$ cat config.mk
export PLATFORM = sky130hd
export DESIGN_NAME = truth_table_sweeper_flat
export DESIGN_NICKNAME = d
export VERILOG_FILES = /design/src/rtl/truth_table_pkg.sv /design/src/rtl/truth_table_sweeper_if.sv /design/src/rtl/tt_first_fail_enc.sv /design/src/rtl/truth_table_sweeper.sv /design/src/flat_wrapper.sv
export SDC_FILE = /design/constraint.sdc
export NUM_CORES = 1
export LEC_CHECK = 0
export ABC_AREA = 1
export CORE_ASPECT_RATIO = 0.75
export CORE_MARGIN = 2
export CORE_UTILIZATION = 40
export CTS_BUF_LIST = sky130_fd_sc_hd__clkbuf_16
export DETAILED_ROUTE_END_ITERATION = 16
export PLACE_DENSITY_LB_ADDON = 0.05
export SLEW_MARGIN = 30
export SYNTH_ARGS = -nofsm -noshare
export SYNTH_HDL_FRONTEND = slang
export SYNTH_HIERARCHICAL = 1
export SYNTH_SLANG_ARGS = --single-unit
$ cat constraint.sdc
create_clock -name clk -period 2.1 [get_ports clk]
set_input_delay 0.42 -clock clk [delete_from_list [all_inputs] [get_ports clk]]
set_output_delay 0.42 -clock clk [all_outputs]
set_load 0.005 [all_outputs]
$ cat src/rtl/truth_table_pkg.sv
// Shared types and constants for the truth-table sweeper.
// Holds the FSM state type, the "no failing row" marker and the settle-counter width helper.
package truth_table_pkg;

  typedef enum logic [1:0] {
    StIdle,
    StApply,
    StSample,
    StDone
  } state_e;

  localparam int unsigned MAX_INPUTS = 6;

  // Sliced down to N_INPUTS bits by users; all-ones means every row matched.
  localparam logic [MAX_INPUTS-1:0] NO_FAIL = '1;

  // Settle counter only needs to reach SETTLE_CYCLES-1.
  function automatic int unsigned settle_cnt_width(input int unsigned settle_cycles);
    return (settle_cycles < 2) ? 1 : $clog2(settle_cycles);
  endfunction

endpackage

$ cat src/rtl/truth_table_sweeper_if.sv
// Host-side control/result bundle of the truth-table sweeper.
// The host drives start/abort/expected; the sweeper returns status and the measured table.
interface truth_table_sweeper_if #(
  parameter int unsigned N_INPUTS = 4
);
  localparam int unsigned TT_W = 2**N_INPUTS;

  logic                start;
  logic                abort;
  logic [TT_W-1:0]     expected;
  logic                busy;
  logic                done;
  logic [TT_W-1:0]     table_out;
  logic                match;
  logic [N_INPUTS-1:0] first_fail;

  modport master (
    output start, abort, expected,
    input  busy, done, table_out, match, first_fail
  );

  modport slave (
    input  start, abort, expected,
    output busy, done, table_out, match, first_fail
  );

endinterface

$ cat src/rtl/tt_first_fail_enc.sv
// Priority encoder over a truth-table difference vector.
// Reports the lowest set index; idx is all-ones and found is low when nothing differs.
module tt_first_fail_enc #(
  parameter  int unsigned N_INPUTS = 4,
  localparam int unsigned TT_W     = 2**N_INPUTS
) (
  input  logic [TT_W-1:0]     diff,
  output logic [N_INPUTS-1:0] idx,
  output logic                found
);

  // Scan from the top so the lowest set bit is the last one written.
  always_comb begin
    idx   = '1;
    found = 1'b0;
    for (int i = int'(TT_W) - 1; i >= 0; i--) begin
      if (diff[i]) begin
        idx   = i[N_INPUTS-1:0];
        found = 1'b1;
      end
    end
  end

endmodule

$ cat src/rtl/truth_table_sweeper.sv
// Drives every input vector into a combinational netlist, samples its output after a settle
// time, and compares the measured truth table against an expected table latched at start.
module truth_table_sweeper
  import truth_table_pkg::*;
#(
  parameter  int unsigned N_INPUTS      = 4,
  parameter  int unsigned SETTLE_CYCLES = 2,
  localparam int unsigned TT_W          = 2**N_INPUTS
) (
  input  logic                 clk,
  input  logic                 rst_n,
  truth_table_sweeper_if.slave host,
  output logic [N_INPUTS-1:0]  dut_in,
  input  logic                 dut_out
);

  localparam int unsigned         CntW     = settle_cnt_width(SETTLE_CYCLES);
  localparam int unsigned         RowW     = N_INPUTS + 1;
  localparam logic [CntW-1:0]     CntLast  = CntW'(SETTLE_CYCLES - 1);
  localparam logic [RowW-1:0]     RowLast  = RowW'(TT_W - 1);
  localparam logic [N_INPUTS-1:0] NoFailN  = NO_FAIL[N_INPUTS-1:0];

  state_e              state_q;
  logic [RowW-1:0]     row_q;
  logic [CntW-1:0]     cnt_q;
  logic [N_INPUTS-1:0] dut_in_q;
  logic                busy_q;
  logic                done_q;
  logic [TT_W-1:0]     table_q;
  logic [TT_W-1:0]     exp_q;
  logic                match_q;
  logic [N_INPUTS-1:0] first_fail_q;

  logic [TT_W-1:0]     table_nxt;
  logic [RowW-1:0]     row_inc;
  logic [N_INPUTS-1:0] ff_idx;
  logic                ff_found;

  // Table as it will stand after the current SAMPLE, so the verdict can be
  // registered on the same edge as the final row.
  always_comb begin
    table_nxt = table_q;
    table_nxt[row_q[N_INPUTS-1:0]] = dut_out;
  end

  assign row_inc = row_q + RowW'(1);

  tt_first_fail_enc #(
    .N_INPUTS (N_INPUTS)
  ) u_first_fail_enc (
    .diff  (table_nxt ^ exp_q),
    .idx   (ff_idx),
    .found (ff_found)
  );

  always_ff @(posedge clk or negedge rst_n) begin
    if (!rst_n) begin
      state_q      <= StIdle;
      row_q        <= '0;
      cnt_q        <= '0;
      dut_in_q     <= '0;
      busy_q       <= 1'b0;
      done_q       <= 1'b0;
      table_q      <= '0;
      exp_q        <= '0;
      match_q      <= 1'b0;
      first_fail_q <= NoFailN;
    end else begin
      done_q <= 1'b0;
      unique case (state_q)
        StIdle: begin
          if (host.start) begin
            state_q  <= StApply;
            row_q    <= '0;
            cnt_q    <= '0;
            dut_in_q <= '0;
            table_q  <= '0;
            exp_q    <= host.expected;
            busy_q   <= 1'b1;
          end
        end

        StApply: begin
          if (host.abort) begin
            state_q  <= StIdle;
            busy_q   <= 1'b0;
            dut_in_q <= '0;
            match_q  <= 1'b0;
          end else if (cnt_q == CntLast) begin
            state_q <= StSample;
          end else begin
            cnt_q <= cnt_q + CntW'(1);
          end
        end

        StSample: begin
          // Abort wins over capturing this row.
          if (host.abort) begin
            state_q  <= StIdle;
            busy_q   <= 1'b0;
            dut_in_q <= '0;
            match_q  <= 1'b0;
          end else begin
            table_q <= table_nxt;
            if (row_q == RowLast) begin
              state_q      <= StDone;
              done_q       <= 1'b1;
              busy_q       <= 1'b0;
              match_q      <= ~ff_found;
              first_fail_q <= ff_found ? ff_idx : NoFailN;
            end else begin
              state_q  <= StApply;
              row_q    <= row_inc;
              dut_in_q <= row_inc[N_INPUTS-1:0];
              cnt_q    <= '0;
            end
          end
        end

        StDone: begin
          state_q <= StIdle;
        end

        default: begin
          state_q <= StIdle;
        end
      endcase
    end
  end

  assign dut_in          = dut_in_q;
  assign host.busy       = busy_q;
  assign host.done       = done_q;
  assign host.table_out  = table_q;
  assign host.match      = match_q;
  assign host.first_fail = first_fail_q;

endmodule

$ cat src/flat_wrapper.sv
// flat-port wrapper written by rule: the top's interface ports become plain ports
module truth_table_sweeper_flat import truth_table_pkg::*;
#(
  parameter  int unsigned N_INPUTS      = 4,
  parameter  int unsigned SETTLE_CYCLES = 2,
  localparam int unsigned TT_W          = 2**N_INPUTS
)
  (clk, rst_n, dut_in, dut_out, host_start, host_abort, host_expected, host_busy, host_done, host_table_out, host_match, host_first_fail);
  truth_table_sweeper_if #(.N_INPUTS(N_INPUTS)) host_i ();
  input  logic clk;
  input  logic rst_n;
  output logic [N_INPUTS-1:0] dut_in;
  input  logic dut_out;
  input wire logic [$bits(host_i.start)-1:0] host_start;
  input wire logic [$bits(host_i.abort)-1:0] host_abort;
  input wire logic [$bits(host_i.expected)-1:0] host_expected;
  output wire logic [$bits(host_i.busy)-1:0] host_busy;
  output wire logic [$bits(host_i.done)-1:0] host_done;
  output wire logic [$bits(host_i.table_out)-1:0] host_table_out;
  output wire logic [$bits(host_i.match)-1:0] host_match;
  output wire logic [$bits(host_i.first_fail)-1:0] host_first_fail;
  assign host_i.start = host_start;
  assign host_i.abort = host_abort;
  assign host_i.expected = host_expected;
  assign host_busy = host_i.busy;
  assign host_done = host_i.done;
  assign host_table_out = host_i.table_out;
  assign host_match = host_i.match;
  assign host_first_fail = host_i.first_fail;
  truth_table_sweeper #(.N_INPUTS(N_INPUTS), .SETTLE_CYCLES(SETTLE_CYCLES)) u_core (.clk(clk), .rst_n(rst_n), .host(host_i), .dut_in(dut_in), .dut_out(dut_out));
endmodule
# --- After elaboration in Yosys (flattened, before gate mapping) ---
# Cells that the tools add are included.
classes:
  n_addsub: 2
  n_mul: 0
  n_div: 0
  magnitude_cmp: 2
  n_eq_ne: 12
  shift: 0
  mux: 70
  n_bitwise: 3
  reduce_logical: 14
op_table:
  columns: ["cell", "count"]
  rows:
  - ["two-way mux 4 bit", 19]
  - ["two-way mux 1 bit", 32]
  - ["two-way mux 16 bit", 2]
  - ["case mux 16 bit (2 select lines)", 1]
  - ["bitwise mux 16 bit", 1]
  - ["XOR 16 bit", 1]
  - ["two-way mux 5 bit", 3]
  - ["case mux 4 bit (3 select lines)", 1]
  - ["AND reduction 4 bit", 3]
  - ["two-way mux 2 bit", 5]
  - ["inequality test 2 bit (second input constant)", 5]
  - ["case mux 5 bit (2 select lines)", 1]
  - ["AND reduction 3 bit", 3]
  - ["case mux 2 bit (4 select lines)", 1]
  - ["inequality test 3 x 2 -> 1 bit (second input constant)", 2]
  - ["case mux 1 bit (3 select lines)", 2]
  - ["adder 5 x 1 -> 5 bit (second input constant)", 1]
  - ["== test 5 x 4 -> 1 bit (second input constant)", 1]
  - ["less-than comparator 4 x 5 -> 1 bit (second input constant)", 1]
  - ["AND reduction 5 bit", 1]
  - ["demux 1 bit (select 4 bit)", 1]
  - ["== test 2 bit (second input constant)", 2]
  - ["greater-or-equal comparator 4 x 1 -> 1 bit (second input constant)", 1]
  - ["AND reduction 2 bit", 2]
  - ["other kinds (9)", 11]
totals:
  ff_bits: 51
  latch_bits: 0
  mem_bits_rw: 0
  mem_bits_ro: 0
  in_bits: 21
  out_inout_bits: 27
  word_cells: 113
  memories: 0

# --- Depth between registers and ports, before layout ---
logic_depth:
  ltp_word: 26
  mapped_depth: 23
  depth_no_buf: 23

# --- By module ---
# The synthesis kept the hierarchy.
by_module_without_submodules:
  columns: ["mod", "n_inst", "cells_each", "area_per_inst_um2", "seq_area_each_um2"]
  rows:
  - ["truth_table_sweeper", 1, 399, 3006.6, 1281.2]
  - ["tt_first_fail_enc", 1, 44, 181.4, 0.0]

# --- Worst setup path before layout ---
# OpenSTA, ideal clock, no wires.
synth_path:
  path_type: "register to register"
  start: "register u_core.row_q[0]"
  end: "register u_core.first_fail_q[0] (netlist: u_core/host.first_fail[0])"
  setup_time_ps: 72
  t_arrival_ps: 1942
  required_ps: 2028
  setup_slack_ps: 86
  stages_incl_launch_ff: 23
  path_buffers: 0
  period_less_slack_ps: 2014
  path_cell_list: "dfrtp_1 inv_1 ha_1 inv_1 o21bai_1 nand2_1 nand2_1 nand2_1 nand2_1 nand2_1 nand2_1 nand2_1 nand2_1 nand2_1 nand2_1 nand2_1 nand2_1 nand2_1 nand2_1 nand2_1 a21oi_2 nor2_1 o21ai_1"
synth_via:
  elab_cells_between_ends: 41
  classes_between: "order compare (2); eq/ne (1); mux (35); bitwise (1); reduce/logical (2)"
synth_rtl:
  columns: ["item", "line", "rtl"]
  rows:
  - ["from (decl)", "truth_table_sweeper.sv:24", "logic [RowW-1:0] row_q;"]
  - ["from (signal assigned)", "truth_table_sweeper.sv:113", "row_q <= row_inc;"]
  - ["less-than comparator 4 x 5 -> 1 bit (not written as such) / greater-or-equal comparator 4 x 1 -> 1 bit (equally long branches)", "truth_table_sweeper.sv:43", "table_nxt[row_q[N_INPUTS-1:0]] = dut_out;"]
  - ["logical AND 1 bit (not written as such)", "truth_table_sweeper.sv:43", null]
  - ["two-way mux 1 bit (not written as such)", "truth_table_sweeper.sv:43", null]
  - ["demux 1 bit (select 4 bit) *", null, null]
  - ["bitwise mux 16 bit *", "truth_table_sweeper.sv:43", null]
  - ["XOR 16 bit *", "truth_table_sweeper.sv:51", ".diff (table_nxt ^ exp_q),"]
  - ["two-way mux 1 bit", "tt_first_fail_enc.sv:17", "if (diff[i]) begin"]
  - ["two-way mux 4 bit (13 in a row)", "tt_first_fail_enc.sv:17", null]
  - ["two-way mux 4 bit *", "tt_first_fail_enc.sv:17", null]
  - ["via u_core.ff_idx[0]", "truth_table_sweeper.sv:36", "logic [N_INPUTS-1:0] ff_idx;"]
  - ["two-way mux 4 bit *", "truth_table_sweeper.sv:110", "first_fail_q <= ff_found ? ff_idx : NoFailN;"]
  - ["to (signal assigned)", "truth_table_sweeper.sv:67", "first_fail_q <= NoFailN;"]
  - ["to (signal assigned)", "truth_table_sweeper.sv:110", null]
  - ["to (decl)", "truth_table_sweeper.sv:32", "logic [N_INPUTS-1:0] first_fail_q;"]
# The timed path passes the listed nets; every way through them passes the cells marked *.
# A chain may end at the register's enable or synchronous reset.

# --- Worst setup path in the final report ---
layout_path:
  start: "register u_core.row_q[1]"
  end: "register u_core.first_fail_q[0] (netlist: u_core/host.first_fail[0])"
# The elaborated chain is that of the path after synthesis.

==> impl_metrics.csv <==
group,metric,value,unit
run_status,outcome,"finished, violations left",
run_status,violations,"negative setup slack",
synth,synth_edf_count,0,
timing,rsz0062_at_grt,"yes",
setup_path,reg2reg_slack,-0.05,ns
setup_path,cp.required,2.33,ns
synth,syn_inst,443,
placed_design,port_buffers,47,
final_layout,nets,570,
setup_path,critPathKind,"flip-flop to flip-flop",
power_and_ir_drop,cellLeakagePower,2.23,nW
final_layout,drive_above_1_share,25.4,%
final_layout,mostFrequentLayoutCell,"nand2_1",
global_route,overflow,0,
timing,timing.final.crit_share,102,%
drt,route.vias.total,3072,
setup_path,critPathMaxStageDelay,0.46,ns
synth,async_flop_share,100,%
clock_tree,cts_buffers,5,
floorplanning,die_h,81.3,um
setup_path,critical_path.slowest_cell,"dfrtp_2",
timing,setup-violations-final,2,
floorplanning,core-area,7810,um^2
synth,avgSynthCellArea,7.20,um^2
final_layout,instances_no_fill,644,
clock_tree,ctsHoldBuffers,0,
drt,first_pass_iters,4,
clock_tree,cts_sinks,51,
power_and_ir_drop,max-vdd-ir-drop,0.543,mV
clock_tree,clock-root-buffer,"clkbuf_16",
placed_design,place_area,4040,um^2
timing,slew_violations,0,
drt,ant_nets,0,
drt,routed_wl,8430,um
global_route,antenna_found_initial,0,
timing,slew_headroom,62.0,%
floorplanning,dieArea,8710,um^2
drt,routedWlPerCell,13.1,um
clock_tree,clock_path_buffers,2,
global_route,grt_pass1_wl,13900,um
setup_path,critPathMaxFanout,4,
final_layout,final_core_util,58.3,%
job,maxCapViolCount,0,
setup_path,r2r-start,"u_core/row_q[1]$_DFFE_PN0P_",
final_layout,fill_cells,728,
setup_path,endpoint,"u_core/host.first_fail[0]$_DFFE_PN1P_",
final_layout,layout_common_cells,"168 x nand2_1, 46 x clkdlybuf4s50_1, 45 x dfrtp_1",
setup_path,crit_top_cell,"nand2_1",
floorplanning,initial_core_util,40.8,%
final_layout,diodes,0,
setup_path,crit_buf_inv,2,
timing,fmax,0.466,GHz
setup_path,r2r-end,"u_core/host.first_fail[0]$_DFFE_PN1P_",
setup_path,cp_cell_sequence,"buf_6, ha_4, buf_6, nand3_4, nand2_1, nand2_1, nand2_2, nand2_1, nand2_1, nand2_1, nand2_1, nand2_1, nand2_1, nand2_1, nand2_1, nand2_1, nand2_1, nand2_1, nand2_1, a21oi_2, nor2_1, o21ai_1",
setup_path,cp-startpoint,"u_core/row_q[1]$_DFFE_PN0P_",
setup_path,cp_top_family,"simple AND/OR/NAND/NOR gates",
placed_design,dpl.hpwl,5990,um
power_and_ir_drop,p_per_area,922,nW/um^2
setup_path,worstRegToRegCells,22,
placed_design,globalplace.congestion,0.828,
setup_path,path_depth,22,
clock_tree,clk_latency,0.30,ns
setup_path,arrival,2.38,ns
final_layout,design_area,4550,um^2
timing,hold_violations,0,
timing,setup_tns,-0.0934,ns
timing,finalCriticalPeriod,2.15,ns
final_layout,syn_to_final_growth,42.9,%
placed_design,dpl.cell_count,625,
timing,holdWs,0.116,ns
worst_hold_path,hp-class,"primary input to asynchronous set/reset pin",
global_route,grt_pass1_vias,2894,
global_route,grt_use_total,20.5,%
synth,yosys_warnings,6,
setup_path,start_kind,"flip-flop",
synth,syn-cell-area,3190,um^2
drt,drt-initial-drc-count,150,
synth,synth-seq-cells,51,
clock_tree,cts_tree,"built",
setup_path,critPathCaptureType,"flip-flop",
synth,synth_flop_cell,"dfrtp_1",
timing,finClkSkew,0.00694,ns
synth,yosysUniqueCellTypes,32,
floorplanning,die_w,107,um
timing,tightest_slew,0.570,ns
global_route,grt_max_degree,29,
clock_tree,path_clk_slew,0.07,ns
drt,drc_errors,0,
synth,syn-num-nets,475,
drt,viasPerCell,4.77,
floorplanning,ios,48,
floorplanning,placementRows,28,
timing,worst_slack,-0.0469,ns
clock_tree,htreeDepth,2,
synth,synth_seq_area_share,40.2,%
==> Yosys cell counts, types with 4 or more instances <==
cell      number  share of area (%)
buf_6          5                1.8
nand2_1      177                 21
dfrtp_1       47                 37
ha_1          11                4.3
o211ai_1      15                3.5
inv_2          8               0.94
o21ai_1        6               0.94
nor2_4         4                1.4
dfstp_2        4                3.3
o21ai_0       31                4.9
nor2_1        17                2.0
inv_1         50                5.9
nand2_2        7                1.4
nand3_1       31                4.9
==> worst min-delay path by stage <==
stage	endpoint	slack, ns
finish	u_core/exp_q[0]$_DFFE_PN0P_	0.12
global route	u_core/exp_q[0]$_DFFE_PN0P_	0.17
CTS	u_core/exp_q[4]$_DFFE_PN0P_	0.14
global placement	u_core/exp_q[4]$_DFFE_PN0P_	0.45
detailed placement	u_core/exp_q[4]$_DFFE_PN0P_	0.45
floorplan	u_core/cnt_q$_DFFE_PN0P_	0.12
==> what timing repair did <==
item                       in CTS  in global routing
pin swaps                      33                 31
gates resized for setup        44                 26
setup endpoints to repair       5                  6
buffers inserted                8                  4
==> sequential cells by signal, indices dropped and copies added (netlist names) <==
register                cells
u_core/exp_q               16
u_core/host.table_out      16
u_core/row_q                5
u_core/dut_in               4
u_core/host.first_fail      4
u_core/state_q              2
u_core/cnt_q                1
u_core/host.busy            1
u_core/host.done            1
u_core/host.match           1
==> worst reg2reg max path, cell delays in order, from the launching register on <==
cell and delay [ns]:
dfrtp_2 0.46, buf_6 0.14, ha_4 0.17, buf_6 0.12
nand3_4 0.07, nand2_1 0.05, nand2_1 0.07, nand2_2 0.08
nand2_1 0.06, nand2_1 0.04, nand2_1 0.05, nand2_1 0.04
nand2_1 0.05, nand2_1 0.06, nand2_1 0.06, nand2_1 0.05
nand2_1 0.05, nand2_1 0.04, nand2_1 0.05, nand2_1 0.06
a21oi_2 0.11, nor2_1 0.06, o21ai_1 0.13
==> power breakdown <==
group / switching (mW) / total (mW) / internal, mW
combinational: 1.17 / 1.95 / 0.781
clock: 0.372 / 0.929 / 0.557
sequential: 0.134 / 1.32 / 1.19
total: 1.67 / 4.20 / 2.52
==> per-layer routing <==
metal / track usage, % / up-vias / part of all wire, %
met1: 30.6 / 1428 / 53
met5: 0 / - / 0
met3: 4.49 / 5 / 4.2
li1: - / 1586 / -
met2: 30.5 / 53 / 42
met4: 3.90 / 0 / 0.77
==> area by class of cell <==
| class | instances | area, um^2 | area share, % |
|---|---|---|---|
| clock buffer | 5 | 125 | 2.75 |
| sequential | 51 | 1280 | 28.2 |
| multi-input combinational | 321 | 1810 | 39.8 |
| tap | 105 | 131 | 2.88 |
| clock inverter | 3 | 38.8 | 0.852 |
| timing repair buffer | 100 | 935 | 20.5 |
| inverter | 59 | 230 | 5.05 |
==> kinds of logic (layout without fill, tap and decap cells) <==
| group | count (synthesis) | after routing | share of synthesized area, % |
|---|---|---|---|
| adder cells (fa/ha/maj) | 11 | 11 | 4.32 |
| flip-flops | 51 | 51 | 40.2 |
| AND/OR/NAND/NOR | 250 | 250 | 34.3 |
| buffers and inverters | 71 | 167 | 10.0 |
| AO/OA/AOI/OAI | 60 | 60 | 11.2 |
==> metrics by stage <==
| step | total power, mW | worst slack, ns |
|---|---|---|
| detailed placement | 3.11 | -0.450 |
| global placement | 3.09 | -0.397 |
| CTS | 4.16 | -0.0675 |
| global route | 4.54 | -0.299 |
| finish | 4.20 | -0.0469 |
| floorplan | 2.52 | 0.0864 |
Note: power is estimated with default switching activity, not from simulation.
